File: src/rtl/ifex_pkg.sv
// rtl/ifex_pkg.sv - Opcode, function, field and FSM definitions shared by ifex_mc
package ifex_pkg;

    localparam logic [3:0] OP_REG       = 4'h0;
    localparam logic [3:0] OP_LDI       = 4'h1;
    localparam logic [3:0] OP_ADDI      = 4'h2;
    localparam logic [3:0] OP_BEZ       = 4'h3;
    localparam logic [3:0] OP_BEZD      = 4'h4;
    localparam logic [3:0] OP_BNZ       = 4'h5;
    localparam logic [3:0] OP_BNZD      = 4'h6;
    localparam logic [3:0] OP_SET_LD    = 4'h7;
    localparam logic [3:0] OP_SET_ST    = 4'h8;
    localparam logic [3:0] OP_LD_ST_ADD = 4'h9;

    localparam logic [3:0] FN_NOP   = 4'h0;
    localparam logic [3:0] FN_ADD   = 4'h1;
    localparam logic [3:0] FN_SUB   = 4'h2;
    localparam logic [3:0] FN_MV    = 4'h3;
    localparam logic [3:0] FN_CHSEL = 4'hD;
    localparam logic [3:0] FN_DELAY = 4'hE;
    localparam logic [3:0] FN_DONE  = 4'hF;

    localparam int F_OP_LSB = 12;
    localparam int F_D_LSB  = 8;
    localparam int F_S_LSB  = 4;
    localparam int F_F_LSB  = 0;
    localparam int F_W      = 4;
    localparam int IMM_W    = 8;
    localparam int SA_LSB   = 4;
    localparam int SA_W     = 8;
    localparam int DNUM_W   = 4;

    localparam logic [15:0] INSN_NOP = 16'h0000;

    typedef enum logic [1:0] {
        ST_IDLE  = 2'd0,
        ST_RUN   = 2'd1,
        ST_DRAIN = 2'd2
    } state_t;

endpackage

File: src/rtl/ifex_mc_rfile.sv
// rtl/ifex_mc_rfile.sv - Scalar register file (2R/1W) plus per-channel sa/dnum arrays
module ifex_mc_rfile #(
    parameter int DW   = 16,
    parameter int RA_W = 4,
    parameter int NCH  = 2
) (
    input  logic                     clk,
    input  logic                     rst_n,
    input  logic [RA_W-1:0]          ra_a,
    input  logic [RA_W-1:0]          rb_a,
    output logic [DW-1:0]            ra_d,
    output logic [DW-1:0]            rb_d,
    input  logic                     we,
    input  logic [RA_W-1:0]          wa,
    input  logic [DW-1:0]            wd,
    input  logic [NCH-1:0]           sa_ld_we,
    input  logic [NCH-1:0]           sa_st_we,
    input  logic [NCH-1:0]           dnum_ld_we,
    input  logic [NCH-1:0]           dnum_st_we,
    input  logic [DW-1:0]            sa_ld_wd,
    input  logic [DW-1:0]            sa_st_wd,
    input  logic [DW-1:0]            dnum_wd,
    output logic [NCH-1:0][DW-1:0]   sa_ld,
    output logic [NCH-1:0][DW-1:0]   sa_st,
    output logic [NCH-1:0][DW-1:0]   dnum_ld,
    output logic [NCH-1:0][DW-1:0]   dnum_st
);

    localparam int NREG = 1 << RA_W;

    logic [NREG-1:0][DW-1:0] regs;

    assign ra_d = regs[ra_a];
    assign rb_d = regs[rb_a];

    always_ff @(posedge clk or negedge rst_n) begin
        if (!rst_n) begin
            regs    <= '0;
            sa_ld   <= '0;
            sa_st   <= '0;
            dnum_ld <= '0;
            dnum_st <= '0;
        end else begin
            if (we) regs[wa] <= wd;
            for (int i = 0; i < NCH; i++) begin
                if (sa_ld_we[i])   sa_ld[i]   <= sa_ld_wd;
                if (sa_st_we[i])   sa_st[i]   <= sa_st_wd;
                if (dnum_ld_we[i]) dnum_ld[i] <= dnum_wd;
                if (dnum_st_we[i]) dnum_st[i] <= dnum_wd;
            end
        end
    end

endmodule

File: src/rtl/ifex_mc.sv
// rtl/ifex_mc.sv - Multi-channel fetch/execute sequencer; IFEX_PERF_EN adds cycle/stall counters
module ifex_mc
    import ifex_pkg::*;
#(
    parameter int DW    = 16,
    parameter int RA_W  = 4,
    parameter int IA_W  = 8,
    parameter int NCH   = 2,
    parameter int DLY_W = 4
) (
    input  logic             clk,
    input  logic             rst_n,
    input  logic             i_run,
    input  logic             i_working,
    output logic [IA_W-1:0]  o_imem_a,
    input  logic [15:0]      i_imem_rd,
    input  logic [NCH-1:0]   i_ch_busy,
    output logic [NCH-1:0]   o_ldst_vld,
    output logic [DW-1:0]    o_ld_addr,
    output logic [DW-1:0]    o_st_addr,
    output logic [3:0]       o_func_ld,
    output logic [3:0]       o_func_st,
    output logic [DLY_W-1:0] o_delay,
    output logic             o_first_set,
    output logic             o_running,
    output logic             o_done,
    output logic [3:0]       o_pc_dbg
`ifdef IFEX_PERF_EN
    ,
    output logic [15:0]      o_cyc_cnt,
    output logic [15:0]      o_stall_cnt
`endif
);

    localparam int         CH_W  = (NCH > 1) ? $clog2(NCH) : 1;
    localparam logic [4:0] NCH_V = 5'(NCH);

    state_t              state, state_nxt;
    logic                run_q, run_edge, exec;
    logic [IA_W-1:0]     pc, pc_nxt, br_off;
    logic [CH_W-1:0]     ch_sel, ch_idx;
    logic [15:0]         ins;
    logic [3:0]          op, fd, fs, ff;
    logic [DW-1:0]       imm_d, rd_val, rs_val, rd_dec;
    logic                ch_ok;

    logic                rf_we, taken, stall, issue, done_op, delay_op, chsel_op;
    logic [DW-1:0]       rf_wd, sa_ld_wd, sa_st_wd, dnum_wd;
    logic [NCH-1:0]      sa_ld_we, sa_st_we, dnum_ld_we, dnum_st_we;
    logic [NCH-1:0][DW-1:0] sa_ld, sa_st, dnum_ld, dnum_st;

    assign run_edge  = i_run & ~run_q;
    assign exec      = (state == ST_RUN) && !run_edge;
    assign ins       = exec ? i_imem_rd : INSN_NOP;
    assign op        = ins[F_OP_LSB +: F_W];
    assign fd        = ins[F_D_LSB +: F_W];
    assign fs        = ins[F_S_LSB +: F_W];
    assign ff        = ins[F_F_LSB +: F_W];
    assign imm_d     = DW'($signed(ins[IMM_W-1:0]));
    assign br_off    = IA_W'($signed(ins[IMM_W-1:0]));
    assign rd_dec    = rd_val - DW'(1);
    assign ch_ok     = {1'b0, fd} < NCH_V;
    assign ch_idx    = fd[CH_W-1:0];

    assign o_imem_a  = pc;
    assign o_pc_dbg  = pc[3:0];
    assign o_running = (state == ST_RUN);

    ifex_mc_rfile #(.DW(DW), .RA_W(RA_W), .NCH(NCH)) u_rf (
        .clk        (clk),
        .rst_n      (rst_n),
        .ra_a       (fd[RA_W-1:0]),
        .rb_a       (fs[RA_W-1:0]),
        .ra_d       (rd_val),
        .rb_d       (rs_val),
        .we         (rf_we),
        .wa         (fd[RA_W-1:0]),
        .wd         (rf_wd),
        .sa_ld_we   (sa_ld_we),
        .sa_st_we   (sa_st_we),
        .dnum_ld_we (dnum_ld_we),
        .dnum_st_we (dnum_st_we),
        .sa_ld_wd   (sa_ld_wd),
        .sa_st_wd   (sa_st_wd),
        .dnum_wd    (dnum_wd),
        .sa_ld      (sa_ld),
        .sa_st      (sa_st),
        .dnum_ld    (dnum_ld),
        .dnum_st    (dnum_st)
    );

    // Decode; a gated-off instruction word is NOP, so nothing here needs to know the FSM state.
    always_comb begin
        rf_we      = 1'b0;
        rf_wd      = '0;
        taken      = 1'b0;
        stall      = 1'b0;
        issue      = 1'b0;
        done_op    = 1'b0;
        delay_op   = 1'b0;
        chsel_op   = 1'b0;
        sa_ld_we   = '0;
        sa_st_we   = '0;
        dnum_ld_we = '0;
        dnum_st_we = '0;
        sa_ld_wd   = '0;
        sa_st_wd   = '0;
        dnum_wd    = DW'(ins[DNUM_W-1:0]);
        case (op)
            OP_REG: begin
                case (ff)
                    FN_NOP:   ;
                    FN_ADD:   begin rf_we = 1'b1; rf_wd = rd_val + rs_val; end
                    FN_SUB:   begin rf_we = 1'b1; rf_wd = rd_val - rs_val; end
                    FN_MV:    begin rf_we = 1'b1; rf_wd = rs_val; end
                    FN_CHSEL: chsel_op = 1'b1;
                    FN_DELAY: delay_op = 1'b1;
                    FN_DONE:  done_op  = 1'b1;
                    default:  ;
                endcase
            end
            OP_LDI:  begin rf_we = 1'b1; rf_wd = imm_d; end
            OP_ADDI: begin rf_we = 1'b1; rf_wd = rd_val + imm_d; end
            OP_BEZ:  taken = (rd_val == '0);
            OP_BNZ:  taken = (rd_val != '0);
            OP_BEZD: begin rf_we = 1'b1; rf_wd = rd_dec; taken = (rd_dec == '0); end
            OP_BNZD: begin rf_we = 1'b1; rf_wd = rd_dec; taken = (rd_dec != '0); end
            OP_SET_LD: begin
                sa_ld_we[ch_sel]   = 1'b1;
                dnum_ld_we[ch_sel] = 1'b1;
                sa_ld_wd           = DW'(ins[SA_LSB +: SA_W]);
            end
            OP_SET_ST: begin
                sa_st_we[ch_sel]   = 1'b1;
                dnum_st_we[ch_sel] = 1'b1;
                sa_st_wd           = DW'(ins[SA_LSB +: SA_W]);
            end
            OP_LD_ST_ADD: begin
                if (ch_ok) begin
                    if (i_ch_busy[ch_idx]) begin
                        stall = 1'b1;
                    end else begin
                        issue            = 1'b1;
                        sa_ld_we[ch_idx] = 1'b1;
                        sa_st_we[ch_idx] = 1'b1;
                        sa_ld_wd         = sa_ld[ch_idx] + dnum_ld[ch_idx];
                        sa_st_wd         = sa_st[ch_idx] + dnum_st[ch_idx];
                    end
                end
            end
            default: ;
        endcase
    end

    always_comb begin
        state_nxt = state;
        pc_nxt    = pc;
        case (state)
            ST_RUN: begin
                if (done_op) state_nxt = ST_DRAIN;
                if (taken)
                    pc_nxt = pc + IA_W'(1) + br_off;
                else if (!done_op && !stall)
                    pc_nxt = pc + IA_W'(1);
            end
            ST_DRAIN: if (!i_working) state_nxt = ST_IDLE;
            default: ;
        endcase
        if (run_edge) begin
            state_nxt = ST_RUN;
            pc_nxt    = '0;
        end
    end

    always_ff @(posedge clk or negedge rst_n) begin
        if (!rst_n) begin
            state       <= ST_IDLE;
            run_q       <= 1'b0;
            pc          <= '0;
            ch_sel      <= '0;
            o_done      <= 1'b0;
            o_ldst_vld  <= '0;
            o_ld_addr   <= '0;
            o_st_addr   <= '0;
            o_func_ld   <= '0;
            o_func_st   <= '0;
            o_delay     <= '1;
            o_first_set <= 1'b0;
        end else begin
            state       <= state_nxt;
            run_q       <= i_run;
            pc          <= pc_nxt;
            o_first_set <= delay_op;
            o_ldst_vld  <= issue ? (NCH'(1) << ch_idx) : '0;
            if (run_edge) begin
                ch_sel <= '0;
                o_done <= 1'b0;
            end else begin
                if (chsel_op && ch_ok) ch_sel <= ch_idx;
                if (state == ST_DRAIN && !i_working) o_done <= 1'b1;
            end
            if (issue) begin
                o_ld_addr <= sa_ld[ch_idx];
                o_st_addr <= sa_st[ch_idx];
                o_func_ld <= fs;
                o_func_st <= ff;
            end
            if (delay_op) o_delay <= DLY_W'(fd);
        end
    end

`ifdef IFEX_PERF_EN
    always_ff @(posedge clk or negedge rst_n) begin
        if (!rst_n) begin
            o_cyc_cnt   <= '0;
            o_stall_cnt <= '0;
        end else if (run_edge) begin
            o_cyc_cnt   <= '0;
            o_stall_cnt <= '0;
        end else begin
            if (state == ST_RUN && o_cyc_cnt != 16'hFFFF) o_cyc_cnt <= o_cyc_cnt + 16'd1;
            if (stall && o_stall_cnt != 16'hFFFF) o_stall_cnt <= o_stall_cnt + 16'd1;
        end
    end
`endif

endmodule

File: config.mk
export PLATFORM = sky130hd
export DESIGN_NAME = ifex_mc
export DESIGN_NICKNAME = d
export VERILOG_FILES = /design/src/rtl/ifex_pkg.sv /design/src/rtl/ifex_mc_rfile.sv /design/src/rtl/ifex_mc.sv
export SDC_FILE = /design/constraint.sdc
export NUM_CORES = 1
export LEC_CHECK = 0
export CAP_MARGIN = 10
export CORE_MARGIN = 10
export CORE_UTILIZATION = 55
export DETAILED_ROUTE_END_ITERATION = 7
export PLACE_DENSITY = 0.69
export SLEW_MARGIN = 20
export SYNTH_ARGS = -nofsm -noshare
export SYNTH_HDL_FRONTEND = slang
export SYNTH_SLANG_ARGS = --single-unit
export TNS_END_PERCENT = 5
File: constraint.sdc
create_clock -name clk -period 6.9 [get_ports clk]
set_input_delay 1.035 -clock clk [delete_from_list [all_inputs] [get_ports clk]]
set_output_delay 1.035 -clock clk [all_outputs]
set_load 0.005 [all_outputs]
# [Word-level counts from Yosys, hierarchy flattened]
# Index checks and enable logic that the tools add are counted.
[totals] out_inout_bits=61 in_bits=22 reg_bits=396
[op_classes] n_lt_le_gt_ge=8 eq_ne=19 add_sub_neg=8 n_reduce_logical=26 n_mux=64 n_shift=1 bitwise_logic=2
[ops] op="$bwmux 256" n=1
[ops] op="$mux 16" n=14
[ops] op="$bmux 16 s4" n=2
[ops] op="$add 16x16->16" n=4
[ops] op="$demux 16 s4" n=1
[ops] op="$pmux 16 s2" n=2
[ops] op="$pmux 16 s4" n=1
[ops] op="$pmux 16 s3" n=1
[ops] op="$logic_not 16->1" n=2
[ops] op="$mux 8" n=4
[ops] op="$reduce_bool 16->1" n=2
[ops] op="$mux 1" n=21
[ops] op="$eq 4x4->1 const B" n=5
[ops] op="$eq 4x2->1 const B" n=4
[ops] op="$eq 4x3->1 const B" n=4
[ops] op="$mux 2" n=8
[ops] op="$sub 16x1->16 const B" n=1
[ops] op="$sub 16x16->16" n=1
[ops] op="$pmux 2 s2" n=3
[ops] op="$lt 4x5->1 const B" n=2
[ops] op="$add 8x1->8 const B" n=1
[ops] op="$add 8x8->8" n=1
[ops] op="$eq 4x1->1 const B" n=2
[ops] op="$mux 4" n=2
[ops] op="other kinds (24)" n=39

# [Depth between registers and ports, before layout]
# Gate-level depths: netlist of the first run.
[logic_depth] word_depth=16 mapped_depth=31 ltp_nobuf=27

# [Hierarchy]
# A second synthesis of the first run with hierarchy kept.
[unflattened] cells_unflattened=2197 hier_area_um2=26027.5
[modules_own_cells] module="ifex_mc_rfile" instances=1 area_per_inst_um2=18143.7 cells_each=1121
[modules_own_cells] module="ifex_mc" instances=1 area_per_inst_um2=7883.8 cells_each=1076

# [Worst setup path before layout of the first run]
# No wires, ideal clock.
[synth_path] path_kind="in2reg" from="input port i_imem_rd[8]" to="register u_rf.sa_ld[15] (netlist bit)" path_slack_ps=523 cell_stages=22 n_path_buf=9 arrival_time_ps=6294 path_cell_list="buf_6 buf_6 buf_2 nand3_1 clkbuf_1 clkbuf_1 clkbuf_1 clkbuf_1 buf_1 clkbuf_1 mux2_2 ha_1 a21o_1 a21oi_1 inv_1 a21oi_1 or3_1 or3_1 nor3b_1 xnor2_1 nand2_1 o21ai_0"
[synth_between] elab_chain_cells=8
[synth_rtl] item="start, declared" line_no="ifex_mc.sv:16" source="input logic [15:0] i_imem_rd,"
[synth_rtl] item="$mux 16 *" line_no="ifex_mc.sv:54" source="assign ins = exec ? i_imem_rd : INSN_NOP;"
[synth_rtl] item="branches (longest 7 deep; another with $add 16x16->16)"
[synth_rtl] item="end signal, assigned by index" line_no="ifex_mc_rfile.sv:46" source="if (sa_ld_we[i]) sa_ld[i] <= sa_ld_wd;"
[synth_rtl] item="end, declared" line_no="ifex_mc_rfile.sv:23" source="output logic [NCH-1:0][DW-1:0] sa_ld,"
# Every way passes the cells marked *. The select of a mux whose other input is x is not followed.
# A chain may end at the register's enable or synchronous reset.

# [Final worst setup path of the first run]
[layout_path] from="input port i_run" to="register u_rf.regs[254] (netlist bit)"
[layout_between] elab_chain_cells=10
[layout_rtl] item="start, declared" line_no="ifex_mc.sv:13" source="input logic i_run,"
[layout_rtl] item="$and 1x1->1 *" line_no="ifex_mc.sv:52" source="assign run_edge = i_run & ~run_q;"
[layout_rtl] item="$logic_not 1->1 *" line_no="ifex_mc.sv:53" source="assign exec = (state == ST_RUN) && !run_edge;"
[layout_rtl] item="$logic_and 1x1->1 *" line_no="ifex_mc.sv:53"
[layout_rtl] item="$mux 16 *" line_no="ifex_mc.sv:54"
[layout_rtl] item="$bmux 16 s4 (on tied branches)" line_no="ifex_mc_rfile.sv:33, ifex_mc_rfile.sv:34"
[layout_rtl] item="$mux 16 (on tied branches)" line_no="ifex_mc_rfile.sv:33, ifex_mc_rfile.sv:34"
[layout_rtl] item="$sub 16x16->16 / $add 16x16->16 (equally long branches)" line_no="ifex_mc.sv:114, ifex_mc.sv:113"
[layout_rtl] item="$pmux 16 s3" line_no="ifex_mc.sv:111" source="case (ff)"
[layout_rtl] item="$pmux 16 s4" line_no="ifex_mc.sv:109" source="case (op)"
[layout_rtl] item="$bwmux 256" line_no="ifex_mc_rfile.sv:44" source="if (we) regs[wa] <= wd;"
[layout_rtl] item="end signal, assigned by index" line_no="ifex_mc_rfile.sv:44"
[layout_rtl] item="end, declared" line_no="ifex_mc_rfile.sv:31" source="logic [NREG-1:0][DW-1:0] regs;"
# Every way passes the cells marked *; elsewhere a longest branch is shown, timed or not. The select of a mux whose other input is x is not followed.

==> metrics.md, run 1 <==
| Metric | Value |
|---|---|
| FMAX | `158.2 MHz` |
| Worst slew pin tran | `1.130 ns` |
| Final cycle utilization of the critical path | `0.9161` |
| DRC viols | `0` |
| Outcome | `finished, final reports clean` |
| Setup Viol. Count Final | `0` |
| Startpoint Class | `input pin` |
| Area of the core | `43270 µm²` |
| Cell Area, Synth | `24160 µm²` |
| Die height | `229.6 µm` |
| Initial Util | `0.5583` |
| Ys Warns | `0` |
| Lkg Pwr | `12.74 nW` |
| WHS | `0.4724 ns` |
| Post-CTS Setup Bufs | `0` |
| Mapped Cells | `2671` |
| GRT Residual Overflow | `0` |
| Clk slew on worst S/H paths | `0.06 ns` |
| Layout Skew | `0.02484 ns` |
| Seq/Total Area, Yosys | `0.4104` |
| Share of cells above drive strength 1 | `0.1863` |
| Critical path data arrival time | `6.81 ns` |
| All-Layer GR Usage | `0.3173` |
| Register area | `9915 µm²` |
| Fin cells | `3409` |
| MaxCap Viol Count | `0` |
| Rows | `76` |
| CTS Sinks | `396` |
| Final #Nets | `2872` |
| Worst path slowest cell | `clkdlybuf4s50_1` |
| CTS tree | `done` |
| Post-layout instance area | `28010 µm²` |
| Min Tclk post-route | `6.321 ns` |
| Hold_buf cts | `0` |
| Req. time, crit path | `7.39 ns` |
| Worst-Skew Late Latency | `0.59 ns` |
| Synthesized area per cell | `9.044 µm²` |
| DR WL/cell | `25.01 µm` |
| Unique masters post-synth | `79` |
| Starting DRT DRC Count | `3004` |
| Largest net degree at the start of global routing | `145` |
| Antenna viol nets, final | `0` |
| First-pass GRT wire length | `131200 µm` |
| DRT Pass-1 Iters | `8` |
| Fin. Hold Viols | `0` |
| Crit path kind | `in -> reg` |
| Cell with the most instances on the worst path | `o21ai_0` |
| Multi-input logic area | `13290 µm²` |
| Hold Crit Class | `reg -> reg` |
| Vias/cell | `6.510` |
| CTS Root Cell | `clkbuf_16` |
| Via count | `22190` |
| Area post-placement | `26500 µm²` |
| IO Port Bufs | `82` |
| CTS resizes | `0` |
| Crit-path max FO | `16` |
| Post-synth EDFFs | `0` |
| Die area | `52700 µm²` |
| Synth Register Bits | `396` |
| Area grow syn2layout | `15.96%` |
| Detailed Place HPWL | `59130 µm` |
| Post-synthesis async set-or-reset flop share | `1.000` |
| Initial antenna violation count | `0` |
| Aggregate routed wire length | `85270 µm` |
| RD Place Congestion | `0.9944` |
| # IOs | `83` |
| Vias in the first global route | `21810` |
| Syn_nets | `2751` |
| Fillcell total | `3612` |
| Pins Over Slew Limit | `0` |
| Rel. slew slack | `0.2445` |
| Setup tns final | `0 ns` |
| Power Dens Cells | `296.8 nW/µm²` |
| H-tree depth | `2` |
| Delay of the slowest critical-path stage | `0.52 ns` |
| Peak VDD IR | `228.7 µV` |
| Die width | `229.6 µm` |
| CP endpoint kind | `register` |
| Number of CTS-inserted buffers | `44` |
| Unrepaired setup endpoints after global routing | `false` |
| Top FF cell, synth | `dfrtp_1` |
| DP Cell Count | `3331` |
| Bufs on Longest Clock Path | `3` |
[Yosys cell counts (18+ instances only)]
master | number | area, µm²
o22ai_1 | 25 | 156.4
inv_1 | 53 | 198.9
mux2_2 | 202 | 2275
dfrtp_1 | 392 | 9809
nor2_1 | 275 | 1032
nand2_1 | 332 | 1246
a221oi_1 | 18 | 157.7
o221ai_1 | 26 | 227.7
a21oi_1 | 237 | 1186
nor3_1 | 41 | 205.2
o31ai_1 | 20 | 150.1
ha_1 | 53 | 663.1
o21ai_0 | 209 | 1046
clkbuf_1 | 135 | 506.7
nand3_1 | 46 | 230.2
mux2i_1 | 109 | 1091
buf_2 | 35 | 175.2
buf_1 | 21 | 78.83
xnor2_1 | 54 | 473.0
a31oi_1 | 24 | 150.1
xor2_1 | 30 | 262.8
[power by group]
part / total, mW / switching [mW] / internal, mW / leakage [nW]
sequential: 3.10 / 0.355 / 2.75 / 5.27
combinational: 2.76 / 1.53 / 1.22 / 6.74
clock: 2.46 / 0.990 / 1.47 / 0.734
[cells by family after synthesis]
logic type,Yosys count,share of synthesized area
and+or+nand+nor,816,0.1458
adders and majority gates,58,0.03160
DFF,396,0.4104
AOI/OAI and AO/OA,737,0.1888
muxes,322,0.1491
buffers and inverters,258,0.04377
xor gates and xnor gates,84,0.03046
[cells in the final DEF (no fill, tap or decap), drive strengths merged, types with 20 or more instances in the layout]
master	count
buf	199
o31ai	20
nor3	41
xor2	30
mux2	203
o221ai	26
nand2	332
o21ai	214
clkbuf	63
nor2	276
inv	57
nand3	46
xnor2	54
ha	53
a21oi	237
dfrtp	392
o22ai	25
clkdlybuf4s50	76
a31oi	24
mux2i	109
[state kept, by name (all words and copies together) (netlist names)]
name          cells
ch_sel            1
run_q             1
o_func_ld         4
o_ldst_vld        2
u_rf.sa_st       32
o_ld_addr        16
u_rf.dnum_ld      8
u_rf.regs       256
o_st_addr        16
o_imem_a          8
o_first_set       1
u_rf.dnum_st      8
o_delay           4
o_done            1
state             2
u_rf.sa_ld       32
o_func_st         4
[worst paths after layout]
kind | startpoint | endpoint | slack, ns | cells past startpoint
worst max-delay path | i_run | u_rf.regs[254] | 0.58 | 29
worst min-delay path | u_rf.sa_st[14] | u_rf.sa_st[14] | 0.47 | 2
worst max register to register | state[1] | u_rf.regs[143] | 0.65 | 24
worst min register to register | u_rf.sa_st[14] | u_rf.sa_st[14] | 0.47 | 2
max in group asynchronous | rst_n | u_rf.regs[207] | 4.97 | 2
min in group asynchronous | rst_n | o_imem_a[3] | 0.52 | 1
[stage by stage]
step	setup WS, ns	utilization	total power [mW]
5_1_grt	0.1032	0.6474	8.730
4_1_cts	0.4424	0.6468	8.279
3_3_place_gp	-0.02943	0.6125	5.732
3_5_place_dp	-0.1091	0.6125	5.808
6_report	0.5786	0.6474	8.313
2_1_floorplan	0.5229	-	4.801
[critical path, delay by kind of cell]
kind            cells  cell delay [ns]
simple gates        5             0.68
compound gates     14             2.59
xor+xnor            1             0.18
mux                 1             0.16
fa+ha+maj           2             0.66
buf+inv             6             1.48
[layout make-up]
| class | count | area share |
|---|---|---|
| antenna | 1 | 0.00008933 |
| clock buffer | 63 | 0.04543 |
| clock inverter | 14 | 0.007638 |
| inverter | 58 | 0.007772 |
| multi-input combinational | 2017 | 0.4744 |
| sequential | 396 | 0.3539 |
| tap | 585 | 0.02613 |
| timing repair buffer | 275 | 0.08455 |
[per-layer routing]
metal	wire length [µm]	GRT usage
met1	33010	0.3990
met2	38430	0.4988
met3	9319	0.07936
met4	4515	0.1626
met5	0	0
(Power assumes the default switching activity.)
==> inputs of run 2 (changes only) <==
Settings changed: SLEW_MARGIN 20 to 25.
Clock period 6.9 ns to 7.4 ns, I/O delays scaled along.
==> metrics.md, run 2 (same netlist as run 1, synthesis figures left out) <==
| Metric | Value |
|---|---|
| Ant. Diodes | `0 (was 1)` |
| Vias in the first global route | `21130 (was 21810)` |
| Hold Crit Class | `in -> async (was reg -> reg)` |
| Via count | `21880 (was 22190)` |
| CTS Root Cell | `clkbuf_16 (unchanged)` |
| Fin. Hold Viols | `0 (unchanged)` |
| Req. time, crit path | `7.83 ns (was 7.39 ns)` |
| Worst path slowest cell | `a221oi_1 (was clkdlybuf4s50_1)` |
| Largest regs | `u_rf.regs (256), u_rf.sa_ld (32), u_rf.sa_st (32) (unchanged)` |
| Clk slew on worst S/H paths | `0.06 ns (about the same)` |
| Crit-path max FO | `23 (was 16)` |
| RD Place Congestion | `0.9789 (was 0.9944)` |
| DRC viols | `0 (unchanged)` |
| IO Port Bufs | `82 (unchanged)` |
| Rows | `76 (unchanged)` |
| Most frequent cells in the layout | `dfrtp_1 (392), nand2_1 (331), nor2_1 (265) (was dfrtp_1 (392), nand2_1 (332), nor2_1 (265))` |
| Switching Share | `0.3583 (was 0.3458)` |
| Total chip power | `7.480 mW (was 8.313 mW)` |
| Startpoint Class | `input pin (unchanged)` |
| H-tree depth | `2 (unchanged)` |
| Min Tclk post-route | `6.606 ns` |
| DR WL/cell | `25.32 µm (was 25.01 µm)` |
| Antenna viol nets, final | `0 (unchanged)` |
| Die height | `229.6 µm (unchanged)` |
| All-Layer GR Usage | `0.3127 (was 0.3173)` |
| Setup tns final | `0 ns (unchanged)` |
| Initial Util | `0.5583 (unchanged)` |
| Commonest non-fill, non-tap cell in the layout | `dfrtp_1 (unchanged)` |
| Number of CTS-inserted buffers | `44 (unchanged)` |
| Area grow syn2layout | `13.56% (was 15.96%)` |
| Psw | `2.680 mW (was 2.875 mW)` |
| Rel. slew slack | `0.2847 (was 0.2445)` |
| Power Dens Cells | `272.7 nW/µm² (was 296.8 nW/µm²)` |
| FMAX | `151.4 MHz` |
| Area of the core | `43270 µm² (unchanged)` |
| WHS | `0.4583 ns (was 0.4724 ns)` |
| Final cycle utilization of the critical path | `0.8927` |
| Initial antenna violation count | `0 (unchanged)` |
| CP endpoint kind | `register (unchanged)` |
| Delay of the slowest critical-path stage | `0.76 ns (was 0.52 ns)` |
| Die area | `52700 µm² (unchanged)` |
| Pins Over Slew Limit | `0 (unchanged)` |
| CTS resizes | `0 (unchanged)` |
| Largest net degree at the start of global routing | `176 (was 145)` |
| Setup Viol. Count Final | `0 (unchanged)` |
| CTS Sinks | `396 (unchanged)` |
| Worst slew pin tran | `1.070 ns (was 1.130 ns)` |
| Vias/cell | `6.538 (was 6.510)` |
| Starting DRT DRC Count | `2892 (was 3004)` |
| Layout Skew | `0.01398 ns (was 0.02484 ns)` |
| Critical path data arrival time | `7.04 ns (was 6.81 ns)` |
| Post-CTS Setup Bufs | `0 (unchanged)` |
| Peak VDD IR | `201.5 µV (was 228.7 µV)` |
| Aggregate routed wire length | `84740 µm (was 85270 µm)` |
| Clk network pwr share | `0.285 (was 0.295)` |
| MaxCap Viol Count | `0 (unchanged)` |
| Hold_buf cts | `0 (unchanged)` |
| Die width | `229.6 µm (unchanged)` |
| Detailed Place HPWL | `58070 µm (was 59130 µm)` |
| Fillcell total | `3660 (was 3612)` |
| Bufs on Longest Clock Path | `3 (unchanged)` |
| Internal | `4.800 mW (was 5.438 mW)` |
| Lkg Pwr | `12.39 nW (was 12.74 nW)` |
| Largest Register | `u_rf.regs (unchanged)` |
| Worst-Skew Late Latency | `0.59 ns (about the same)` |
| Worst path cell trace | `clkdlybuf4s50_1 > nor2b_2 > nor2_4 > buf_4 > o21ai_0 > buf_4 > a221oi_1 > ha_1 > nor2b_1 > o21ai_0 > a21boi_0 > o21ai_0 > a21boi_0 > o21ai_0 > a21oi_1 > o41ai_1 > o21ai_0 > xor2_1 > a21oi_1 > o221a_2 > o21ai_0` |
| DRT Pass-1 Iters | `6 (was 8)` |
| Max reg flops | `256 (unchanged)` |
| Part of the power in registers | `0.388 (was 0.373)` |
| Outcome | `finished, final reports clean (unchanged)` |
| First-pass GRT wire length | `129200 µm (was 131200 µm)` |
| Final #Nets | `2809 (was 2872)` |
| CTS tree | `done (unchanged)` |
| GRT Residual Overflow | `0 (unchanged)` |
| Cell with the most instances on the worst path | `o21ai_0 (unchanged)` |
| Crit path kind | `in -> reg (unchanged)` |
| Comb power frac | `0.327 (was 0.331)` |
| # IOs | `83 (unchanged)` |
| Share of cells above drive strength 1 | `0.1687 (was 0.1863)` |
| Unrepaired setup endpoints after global routing | `false (unchanged)` |
## run 2: cell types whose count changed in the layout (fill, tap and decap cells not counted), moves of 2 or more
cell / previous run / this run
buf_12: 9 / 7
clkinvlp_4: 0 / 3
clkinv_4: 1 / 3
clkinv_2: 6 / 10
bufinv_16: 5 / 0
buf_4: 184 / 122
clkbuf_8: 10 / 5
clkbuf_16: 44 / 46
## run 2: power by group through the flow
stage,clock network [mW],registers [mW],logic [mW]
after floorplan,0,2.82,1.66
after global placement,0,2.90,2.32
after detailed placement,0,2.92,2.37
after CTS,2.15,2.89,2.39
after global routing,2.25,2.94,2.66
final,2.13,2.90,2.44
## run 2: final cells by class
class	count	area, µm²	area share
timing repair buffer	212	1891	0.06891
clock inverter	18	123.9	0.004515
multi-input combinational	2017	13300	0.4847
clock buffer	61	1257	0.04584
tap	585	732.0	0.02668
inverter	58	217.7	0.007936
sequential	396	9915	0.3614
## run 2: per-layer routing
metal,GRT usage,wire length (µm),share of wire
met1,0.4046,33530,0.40
met2,0.4900,37980,0.45
met3,0.06428,8520,0.10
met4,0.1573,4704,0.056
met5,0,0,0
## run 2: path summary, 6_finish.rpt
| path | startpoint | endpoint | slack [ns] | cells after the start |
|---|---|---|---|---|
| setup / recovery | i_run | u_rf.regs[30] | 0.79 | 21 |
| hold / removal | rst_n | o_imem_a[2] | 0.46 | 1 |
| setup reg to reg | state[1] | u_rf.regs[95] | 1.04 | 22 |
| hold reg to reg | u_rf.dnum_ld[16] | u_rf.dnum_ld[16] | 0.48 | 2 |
| max in group asynchronous | rst_n | u_rf.regs[28] | 5.56 | 3 |
| min in group clk | u_rf.dnum_ld[16] | u_rf.dnum_ld[16] | 0.48 | 2 |
## run 2: worst max-delay path: cells and delay by family
kind / cells / cell delay [ns]
adders and majority gates: 1 / 0.41
buffers and inverters: 3 / 1.11
xor gates and xnor gates: 1 / 0.17
and+or+nand+nor: 3 / 0.62
AOI/OAI and AO/OA: 13 / 3.57
## run 2: stage by stage
step / instance area (µm²) / utilization / cells / setup slack (ns)
2_1_floorplan: 24160 / - / 2671 / 0.9479
3_3_place_gp: 26000 / 0.6009 / 3267 / 0.3633
5_1_grt: 27430 / 0.6341 / 3347 / 0.4845
6_report: 27430 / 0.6341 / 3347 / 0.7940
4_1_cts: 27390 / 0.6331 / 3346 / 0.7858
3_5_place_dp: 26010 / 0.6012 / 3267 / 0.2064
